**src/rtl/mc_ctrl_pkg.sv**
```systemverilog
// Shared types and encodings for the multicycle control unit: FSM states,
// instruction classes, opcode/funct constants and load/store select codes.
package mc_ctrl_pkg;

    typedef enum logic [2:0] {
        FETCH  = 3'd0,
        DECODE = 3'd1,
        EXEC   = 3'd2,
        MEM    = 3'd3,
        WB     = 3'd4,
        ERR    = 3'd5
    } state_t;

    typedef enum logic [2:0] {
        CLS_ALU,
        CLS_LUI,
        CLS_BRANCH,
        CLS_JUMP,
        CLS_LOAD,
        CLS_STORE,
        CLS_FRHT,
        CLS_ILLEGAL
    } instr_class_t;

    localparam logic [5:0] OP_RTYPE = 6'h00;
    localparam logic [5:0] OP_ADDI  = 6'h04;
    localparam logic [5:0] OP_ADDIU = 6'h05;
    localparam logic [5:0] OP_SLTI  = 6'h06;
    localparam logic [5:0] OP_SLTIU = 6'h07;
    localparam logic [5:0] OP_BEQ   = 6'h0E;
    localparam logic [5:0] OP_LUI   = 6'h0F;
    localparam logic [5:0] OP_BNE   = 6'h10;
    localparam logic [5:0] OP_J     = 6'h11;
    localparam logic [5:0] OP_LB    = 6'h20;
    localparam logic [5:0] OP_LH    = 6'h21;
    localparam logic [5:0] OP_LW    = 6'h23;
    localparam logic [5:0] OP_LBU   = 6'h24;
    localparam logic [5:0] OP_LHU   = 6'h25;
    localparam logic [5:0] OP_SB    = 6'h28;
    localparam logic [5:0] OP_SH    = 6'h29;
    localparam logic [5:0] OP_SW    = 6'h2B;
    localparam logic [5:0] OP_FRHT  = 6'h3F;

    localparam logic [5:0] FUNCT_JR = 6'h08;

    localparam logic [1:0] LOAD_SEL_NONE = 2'b00;
    localparam logic [1:0] LOAD_SEL_BYTE = 2'b01;
    localparam logic [1:0] LOAD_SEL_HALF = 2'b10;
    localparam logic [1:0] LOAD_SEL_LUI  = 2'b11;

    localparam logic [1:0] STORE_SEL_NONE = 2'b00;
    localparam logic [1:0] STORE_SEL_HALF = 2'b01;
    localparam logic [1:0] STORE_SEL_WORD = 2'b10;

    typedef struct packed {
        logic       zero_or_sign;
        logic       lui_or_other;
        logic       alusrc;
        logic       write_select;
        logic [1:0] load_select;
        logic [1:0] store_signal;
    } decode_ctrl_t;

endpackage

```
**src/rtl/multicycle_control_unit_if.sv**
```systemverilog
// Memory request/handshake bundle between the control unit and the memory.
interface multicycle_control_unit_if;
    logic mem_req;
    logic memRead;
    logic memWrite;
    logic iord;
    logic mem_ready;

    modport master (output mem_req, output memRead, output memWrite, output iord, input mem_ready);
    modport slave  (input mem_req, input memRead, input memWrite, input iord, output mem_ready);
endinterface

```
**src/rtl/opcode_decoder.sv**
```systemverilog
// Purely combinational instruction classification and decode-control generation.
module opcode_decoder
    import mc_ctrl_pkg::*;
#(
    parameter int FRHT_EN = 1
) (
    input  logic [5:0]   opcode,
    input  logic [5:0]   funct,
    output instr_class_t cls,
    output decode_ctrl_t ctrl
);

    always_comb begin
        cls  = CLS_ILLEGAL;
        ctrl = '0;

        case (opcode)
            OP_RTYPE:                          cls = (funct == FUNCT_JR) ? CLS_JUMP : CLS_ALU;
            OP_ADDI, OP_ADDIU, OP_SLTI, OP_SLTIU: cls = CLS_ALU;
            OP_BEQ, OP_BNE:                    cls = CLS_BRANCH;
            OP_J:                              cls = CLS_JUMP;
            OP_LUI:                            cls = CLS_LUI;
            OP_LB, OP_LH, OP_LW, OP_LBU, OP_LHU: cls = CLS_LOAD;
            OP_SB, OP_SH, OP_SW:               cls = CLS_STORE;
            OP_FRHT:                           cls = (FRHT_EN != 0) ? CLS_FRHT : CLS_ILLEGAL;
            default:                           cls = CLS_ILLEGAL;
        endcase

        ctrl.zero_or_sign = (opcode == OP_LB)   || (opcode == OP_LH)   ||
                            (opcode == OP_ADDI) || (opcode == OP_ADDIU) ||
                            (opcode == OP_SLTI) || (opcode == OP_SLTIU);
        ctrl.lui_or_other = (cls == CLS_LUI);
        ctrl.alusrc       = (opcode != OP_RTYPE);
        ctrl.write_select = (cls == CLS_LOAD) || (cls == CLS_STORE);

        case (opcode)
            OP_LB:   ctrl.load_select = LOAD_SEL_BYTE;
            OP_LH:   ctrl.load_select = LOAD_SEL_HALF;
            OP_LUI:  ctrl.load_select = LOAD_SEL_LUI;
            default: ctrl.load_select = LOAD_SEL_NONE;
        endcase

        case (opcode)
            OP_SH:   ctrl.store_signal = STORE_SEL_HALF;
            OP_SW:   ctrl.store_signal = STORE_SEL_WORD;
            default: ctrl.store_signal = STORE_SEL_NONE;
        endcase
    end

endmodule

```
**src/rtl/multicycle_control_unit.sv**
```systemverilog
// Multicycle FSM sequencing FETCH/DECODE/EXEC/MEM/WB with memory wait timeout,
// multi-cycle frht execution and a reset-only ERR halt state.
module multicycle_control_unit
    import mc_ctrl_pkg::*;
#(
    parameter int MEM_TIMEOUT = 16,
    parameter int FRHT_CYCLES = 4,
    parameter int FRHT_EN     = 1
) (
    input  logic                       clk,
    input  logic                       rst_n,
    input  logic [5:0]                 opcode,
    input  logic [5:0]                 funct,
    multicycle_control_unit_if.master  mem,
    output logic                       ir_write,
    output logic                       pc_inc,
    output logic                       signal_regWrite,
    output logic                       jump_signal,
    output logic                       branch_signal,
    output logic                       frht_signal,
    output logic                       zero_or_sign,
    output logic                       lui_or_other,
    output logic                       alusrc,
    output logic                       write_select,
    output logic [1:0]                 load_select,
    output logic [1:0]                 store_signal,
    output logic [2:0]                 state_o,
    output logic                       illegal_op,
    output logic                       timeout_err,
    output logic                       halted
);

    localparam int WAIT_W = $clog2(MEM_TIMEOUT + 1);
    localparam logic [WAIT_W-1:0] WAIT_LAST = WAIT_W'(MEM_TIMEOUT - 1);
    localparam logic [7:0] FRHT_LOAD = 8'(FRHT_CYCLES - 1);

    state_t             state_reg, state_next;
    logic               run_reg;
    logic [WAIT_W-1:0]  wait_cnt_reg, wait_cnt_next;
    logic [7:0]         frht_cnt_reg, frht_cnt_next;
    instr_class_t       cls_reg;
    decode_ctrl_t       ctrl_reg;
    logic               illegal_reg, illegal_next;
    logic               timeout_reg, timeout_next;

    instr_class_t       dec_cls;
    decode_ctrl_t       dec_ctrl;

    opcode_decoder #(.FRHT_EN(FRHT_EN)) u_decoder (
        .opcode (opcode),
        .funct  (funct),
        .cls    (dec_cls),
        .ctrl   (dec_ctrl)
    );

    // run_reg holds off the first request until the cycle after reset release.
    always_ff @(posedge clk or negedge rst_n) begin
        if (!rst_n) begin
            state_reg    <= FETCH;
            run_reg      <= 1'b0;
            wait_cnt_reg <= '0;
            frht_cnt_reg <= '0;
            cls_reg      <= CLS_ALU;
            ctrl_reg     <= '0;
            illegal_reg  <= 1'b0;
            timeout_reg  <= 1'b0;
        end else begin
            state_reg    <= state_next;
            run_reg      <= 1'b1;
            wait_cnt_reg <= wait_cnt_next;
            frht_cnt_reg <= frht_cnt_next;
            illegal_reg  <= illegal_next;
            timeout_reg  <= timeout_next;
            if (state_reg == DECODE) begin
                cls_reg  <= dec_cls;
                ctrl_reg <= dec_ctrl;
            end
        end
    end

    // Wait counter defaults to zero everywhere it is not actively counting,
    // so every entry into FETCH or MEM starts from a cleared count.
    always_comb begin
        state_next    = state_reg;
        wait_cnt_next = '0;
        frht_cnt_next = frht_cnt_reg;
        illegal_next  = illegal_reg;
        timeout_next  = timeout_reg;

        case (state_reg)
            FETCH: begin
                if (run_reg) begin
                    if (mem.mem_ready) begin
                        state_next = DECODE;
                    end else if (wait_cnt_reg == WAIT_LAST) begin
                        state_next   = ERR;
                        timeout_next = 1'b1;
                    end else begin
                        wait_cnt_next = wait_cnt_reg + 1'b1;
                    end
                end
            end
            DECODE: begin
                if (dec_cls == CLS_ILLEGAL) begin
                    state_next   = ERR;
                    illegal_next = 1'b1;
                end else begin
                    state_next    = EXEC;
                    frht_cnt_next = FRHT_LOAD;
                end
            end
            EXEC: begin
                case (cls_reg)
                    CLS_BRANCH, CLS_JUMP: state_next = FETCH;
                    CLS_LOAD, CLS_STORE:  state_next = MEM;
                    CLS_FRHT: begin
                        if (frht_cnt_reg == 8'd0) state_next = WB;
                        else                      frht_cnt_next = frht_cnt_reg - 8'd1;
                    end
                    default:              state_next = WB;
                endcase
            end
            MEM: begin
                if (mem.mem_ready) begin
                    state_next = (cls_reg == CLS_LOAD) ? WB : FETCH;
                end else if (wait_cnt_reg == WAIT_LAST) begin
                    state_next   = ERR;
                    timeout_next = 1'b1;
                end else begin
                    wait_cnt_next = wait_cnt_reg + 1'b1;
                end
            end
            WB:      state_next = FETCH;
            ERR:     state_next = ERR;
            default: state_next = ERR;
        endcase
    end

    always_comb begin
        mem.mem_req     = run_reg && ((state_reg == FETCH) || (state_reg == MEM));
        mem.memRead     = run_reg && ((state_reg == FETCH) ||
                                      ((state_reg == MEM) && (cls_reg == CLS_LOAD)));
        mem.memWrite    = (state_reg == MEM) && (cls_reg == CLS_STORE);
        mem.iord        = (state_reg == MEM);
        ir_write        = (state_reg == DECODE);
        pc_inc          = (state_reg == DECODE);
        signal_regWrite = (state_reg == WB);
        jump_signal     = (state_reg == EXEC) && (cls_reg == CLS_JUMP);
        branch_signal   = (state_reg == EXEC) && (cls_reg == CLS_BRANCH);
        frht_signal     = (state_reg == EXEC) && (cls_reg == CLS_FRHT);
        halted          = (state_reg == ERR);
        state_o         = state_reg;
        illegal_op      = illegal_reg;
        timeout_err     = timeout_reg;
        zero_or_sign    = ctrl_reg.zero_or_sign;
        lui_or_other    = ctrl_reg.lui_or_other;
        alusrc          = ctrl_reg.alusrc;
        write_select    = ctrl_reg.write_select;
        load_select     = ctrl_reg.load_select;
        store_signal    = ctrl_reg.store_signal;
    end

endmodule

```
**src/flat_wrapper.sv**
```systemverilog
// flat-port wrapper written by rule: the top's interface ports become plain ports
module multicycle_control_unit_flat import mc_ctrl_pkg::*;
#(
    parameter int MEM_TIMEOUT = 16,
    parameter int FRHT_CYCLES = 4,
    parameter int FRHT_EN     = 1
)
  (clk, rst_n, opcode, funct, ir_write, pc_inc, signal_regWrite, jump_signal, branch_signal, frht_signal, zero_or_sign, lui_or_other, alusrc, write_select, load_select, store_signal, state_o, illegal_op, timeout_err, halted, mem_mem_req, mem_memRead, mem_memWrite, mem_iord, mem_mem_ready);
  multicycle_control_unit_if mem_i ();
  input  logic clk;
  input  logic rst_n;
  input  logic [5:0] opcode;
  input  logic [5:0] funct;
  output logic ir_write;
  output logic pc_inc;
  output logic signal_regWrite;
  output logic jump_signal;
  output logic branch_signal;
  output logic frht_signal;
  output logic zero_or_sign;
  output logic lui_or_other;
  output logic alusrc;
  output logic write_select;
  output logic [1:0] load_select;
  output logic [1:0] store_signal;
  output logic [2:0] state_o;
  output logic illegal_op;
  output logic timeout_err;
  output logic halted;
  output wire logic [$bits(mem_i.mem_req)-1:0] mem_mem_req;
  output wire logic [$bits(mem_i.memRead)-1:0] mem_memRead;
  output wire logic [$bits(mem_i.memWrite)-1:0] mem_memWrite;
  output wire logic [$bits(mem_i.iord)-1:0] mem_iord;
  input wire logic [$bits(mem_i.mem_ready)-1:0] mem_mem_ready;
  assign mem_mem_req = mem_i.mem_req;
  assign mem_memRead = mem_i.memRead;
  assign mem_memWrite = mem_i.memWrite;
  assign mem_iord = mem_i.iord;
  assign mem_i.mem_ready = mem_mem_ready;
  multicycle_control_unit #(.MEM_TIMEOUT(MEM_TIMEOUT), .FRHT_CYCLES(FRHT_CYCLES), .FRHT_EN(FRHT_EN)) u_core (.clk(clk), .rst_n(rst_n), .opcode(opcode), .funct(funct), .mem(mem_i), .ir_write(ir_write), .pc_inc(pc_inc), .signal_regWrite(signal_regWrite), .jump_signal(jump_signal), .branch_signal(branch_signal), .frht_signal(frht_signal), .zero_or_sign(zero_or_sign), .lui_or_other(lui_or_other), .alusrc(alusrc), .write_select(write_select), .load_select(load_select), .store_signal(store_signal), .state_o(state_o), .illegal_op(illegal_op), .timeout_err(timeout_err), .halted(halted));
endmodule
```
**config.mk**
```make
export PLATFORM = sky130hd
export DESIGN_NAME = multicycle_control_unit_flat
export DESIGN_NICKNAME = d
export VERILOG_FILES = /design/src/rtl/mc_ctrl_pkg.sv /design/src/rtl/multicycle_control_unit_if.sv /design/src/rtl/opcode_decoder.sv /design/src/rtl/multicycle_control_unit.sv /design/src/flat_wrapper.sv
export SDC_FILE = /design/constraint.sdc
export NUM_CORES = 1
export LEC_CHECK = 0
export ABC_AREA = 1
export CORE_ASPECT_RATIO = 0.75
export CORE_MARGIN = 2
export CORE_UTILIZATION = 46
export CTS_BUF_LIST = sky130_fd_sc_hd__clkbuf_4 sky130_fd_sc_hd__clkbuf_8 sky130_fd_sc_hd__clkbuf_16
export DETAILED_ROUTE_END_ITERATION = 7
export MAX_ROUTING_LAYER = met4
export PLACE_DENSITY = 0.74
export SLEW_MARGIN = 0
export SYNTH_ARGS = -nofsm -noshare
export SYNTH_HDL_FRONTEND = slang
export SYNTH_SLANG_ARGS = --single-unit
```
**constraint.sdc**
```tcl
create_clock -name clk -period 1.5 [get_ports clk]
set_input_delay 0.15 -clock clk [delete_from_list [all_inputs] [get_ports clk]]
set_output_delay 0.15 -clock clk [all_outputs]
set_load 0.02 [all_outputs]
```
==> impl_metrics.ini <==
[synthesis]
synth-seq-cells = 30
synth_seq_area_share = 0.399
ys_top_cells_by_area = dfrtp_1 40%, nand2_1 10%, nand3_1 8.2%
synth.distinct_cells = 38
yosysWarnings = 0
yosysTopAreaCell = dfrtp_1
syn_avg_cell_area_sq_um = 7.87
synth.top_cell.area_share = 0.399
synth_cells = 239
mappedNetlistNets = 256
syn_area_sq_mm = 0.00188

[setup_path]
cp.arrival_ns = 1.85
cp.required_ns = 1.66
cp-start-kind = register
crit_path_max_fanout = 8
end_kind = register
path_class = register to register
worst-r2r-cell-count = 10

[layout]
largest_register_ffs = 8
drive_above_1_share = 0.421
regArea_sq_um = 754
multi_input_area_sq_mm = 0.00118
finish.net_count = 356
stdcell_area_sq_mm = 0.00312
fill_cells = 261
antenna_cells = 0
synthToLayoutAreaGrowth_pct = 65.6

[timing]
setup_viol = 21
finalMaxSlewViolations = 0
hold_viol_final = 0
period_share = 1.13
hold_ws_ns = 0.250
fmax_ghz = 0.591
rsz0062_at_grt = yes
fin_ws_ns = -0.191
clock_skew_ns = 0.00621
period_needed_ns = 1.69

[die]
die_w_um = 77.9
fp.dieH_um = 59.4
io-pin-count = 39
start_util = 0.473
core_region_area_sq_mm = 0.00398
rows = 20
fp.dieArea_sq_mm = 0.00462

[worst_hold_path]
hold_class = input port to async pin

[grt]
grt_pass1_vias = 2069
grt.total_usage = 0.271
grt_antenna_before_repair = 0
grt_max_degree = 31
grt_pass1_wl_um = 9280
grt_overflow_total = 0

[placement]
io_buffers = 38
gp_congestion = 0.871
hpwlAfterDp_um = 3740
placed_area_sq_mm = 0.00274
place_worst_setup_slack_ns = -0.335

[clocking]
clk_pin_slew_ns = 0.06
cts_hold_buffers = 0
cts_max_path_buffers = 2
cts-root-buf = clkbuf_8
htree_levels = 2
cts_inserted_buffers = 5
cts_tree = built
clock-sinks = 30
clk_latency_ns = 0.28

[power_and_ir_drop]
power.density_mw_per_mm2 = 524
switching_share = 0.231
pwr-share-seq = 0.497
pwr-share-clk = 0.418
power_mw = 1.63
p_int_mw = 1.26
switching_power_mw = 0.377
ir_worst_vdd_v = 0.000470
p_leak_nw = 1.57
pwr-share-comb = 0.085

[status]
status = finished, violations left
failed_checks = negative setup slack

[routing]
postRouteAntennaNets = 0
drt_iter0_markers = 114
firstDrtPassIters = 4
post_drt_wl_per_cell_um = 14.1
via_per_inst = 5.20
drc = 0
totalWireLength_um = 5550
route.vias.total = 2054

[flow_run]
maxCapViolCount = 0
[worst paths after layout]
kind                                                from  slack, ns                                  to
min reg2reg                    u_core.alusrc$_DFFE_PN0P_       0.47           u_core.alusrc$_DFFE_PN0P_
max                        u_core.state_o[2]$_DFFE_PN0P_      -0.19  u_core.frht_cnt_reg[2]$_DFFE_PN0P_
min in group clk                               opcode[0]       0.27  u_core.store_signal[1]$_DFFE_PN0P_
max in group asynchronous                          rst_n       0.94       u_core.state_o[0]$_DFFE_PN0P_
min                                                rst_n       0.25      u_core.timeout_err$_DFFE_PN0P_
max reg2reg                u_core.state_o[2]$_DFFE_PN0P_      -0.19  u_core.frht_cnt_reg[2]$_DFFE_PN0P_
[worst max-delay path, stage by stage, from the launching register on]
cell	delay, ns
dfrtp_2	0.45
buf_12	0.15
nor3_4	0.22
inv_4	0.09
nor2_4	0.11
buf_6	0.11
o21ai_4	0.09
nand2_8	0.12
nand2_8	0.10
nand2_2	0.08
nand2_2	0.05
[power by group through the flow]
stage / Combinational [mW] / Sequential [mW] / Clock, mW
floorplan: 0.0510 / 0.826 / 0
global placement: 0.128 / 0.826 / 0
detailed placement: 0.130 / 0.826 / 0
CTS: 0.134 / 0.811 / 0.696
global route: 0.154 / 0.810 / 0.740
finish: 0.139 / 0.811 / 0.683
[cells by family after synthesis]
kind of cell | synth area share
adder cells (fa/ha/maj) | 0.0133
XOR/XNOR | 0.0372
flip-flops | 0.399
AND/OR/NAND/NOR | 0.412
buffers and inverters | 0.0718
other | 0.00199
AO/OA/AOI/OAI | 0.0645
[synthesized netlist by cell type]
cell type,count
nand2_1,52
nand3_1,31
dfrtp_1,30
nor2_1,30
inv_1,24
nor3_1,6
xor2_1,6
nand2_2,5
o21ai_0,5
inv_2,4
nand3_2,4
nand4_1,4
nor2_2,4
nor2_4,3
nor4_1,3
ha_1,2
nor3_4,2
o21a_1,2
o21ai_1,2
xnor2_1,2
a211oi_1,1
a21oi_2,1
a311oi_2,1
buf_2,1
buf_4,1
buf_6,1
conb_1,1
inv_4,1
nand2_4,1
nand2_8,1
nand3b_1,1
nand4_4,1
nor3_2,1
o21ai_4,1
o21bai_1,1
o22a_1,1
o31ai_1,1
or2_2,1
[what timing repair did]
action | in CTS | in global routing
setup endpoints to repair | 32 | 33
gates cloned | 2 | 0
pin swaps | 5 | 18
gates resized for setup | 83 | 39
buffers inserted | 6 | 3
[per-layer routing]
| layer | wire length [um] | GRT usage | up-vias |
|---|---|---|---|
| met5 | 0 | - | - |
| met4 | 51 | 0.102 | 0 |
| li1 | - | - | 990 |
| met1 | 2390 | 0.333 | 987 |
| met2 | 2790 | 0.442 | 68 |
| met3 | 320 | 0.0610 | 9 |
[through the flow]
stage | std cells | setup TNS (ns) | utilization
6_report | 395 | -2.51 | 0.783
5_1_grt | 395 | -3.82 | 0.783
4_1_cts | 392 | -1.97 | 0.750
3_5_place_dp | 376 | -6.97 | 0.688
3_3_place_gp | 376 | -6.97 | 0.688
2_1_floorplan | 239 | -0.766 | -
[cells in the final DEF, fill, tap and decap left out, types with 2 or more instances in the layout]
cell type,count
buf_4,46
nand2_1,35
nand3_1,29
dfrtp_1,27
nor2_1,25
nand2_2,21
inv_1,21
clkdlybuf4s50_1,18
buf_6,12
nor2_4,8
xor2_1,6
nand3_2,6
nor3_1,6
clkbuf_8,6
inv_2,5
o21ai_1,5
dlymetal6s2s_1,5
buf_12,5
nand4_1,4
nor2_2,4
dlygate4sd2_1,4
inv_4,3
nor3_4,3
dfrtp_2,3
xnor2_1,2
nor4_4,2
o21ai_0,2
nand2_8,2
o21a_1,2
nand2_4,2
buf_2,2
buf_8,2
[final cells by class]
cell class | instances | area share
clock buffer | 7 | 0.0289
inverter | 29 | 0.0373
tap | 55 | 0.0221
sequential | 30 | 0.242
clock inverter | 1 | 0.00161
timing repair buffer | 94 | 0.288
multi-input combinational | 179 | 0.380
Power figures use the tool's default switching activity.
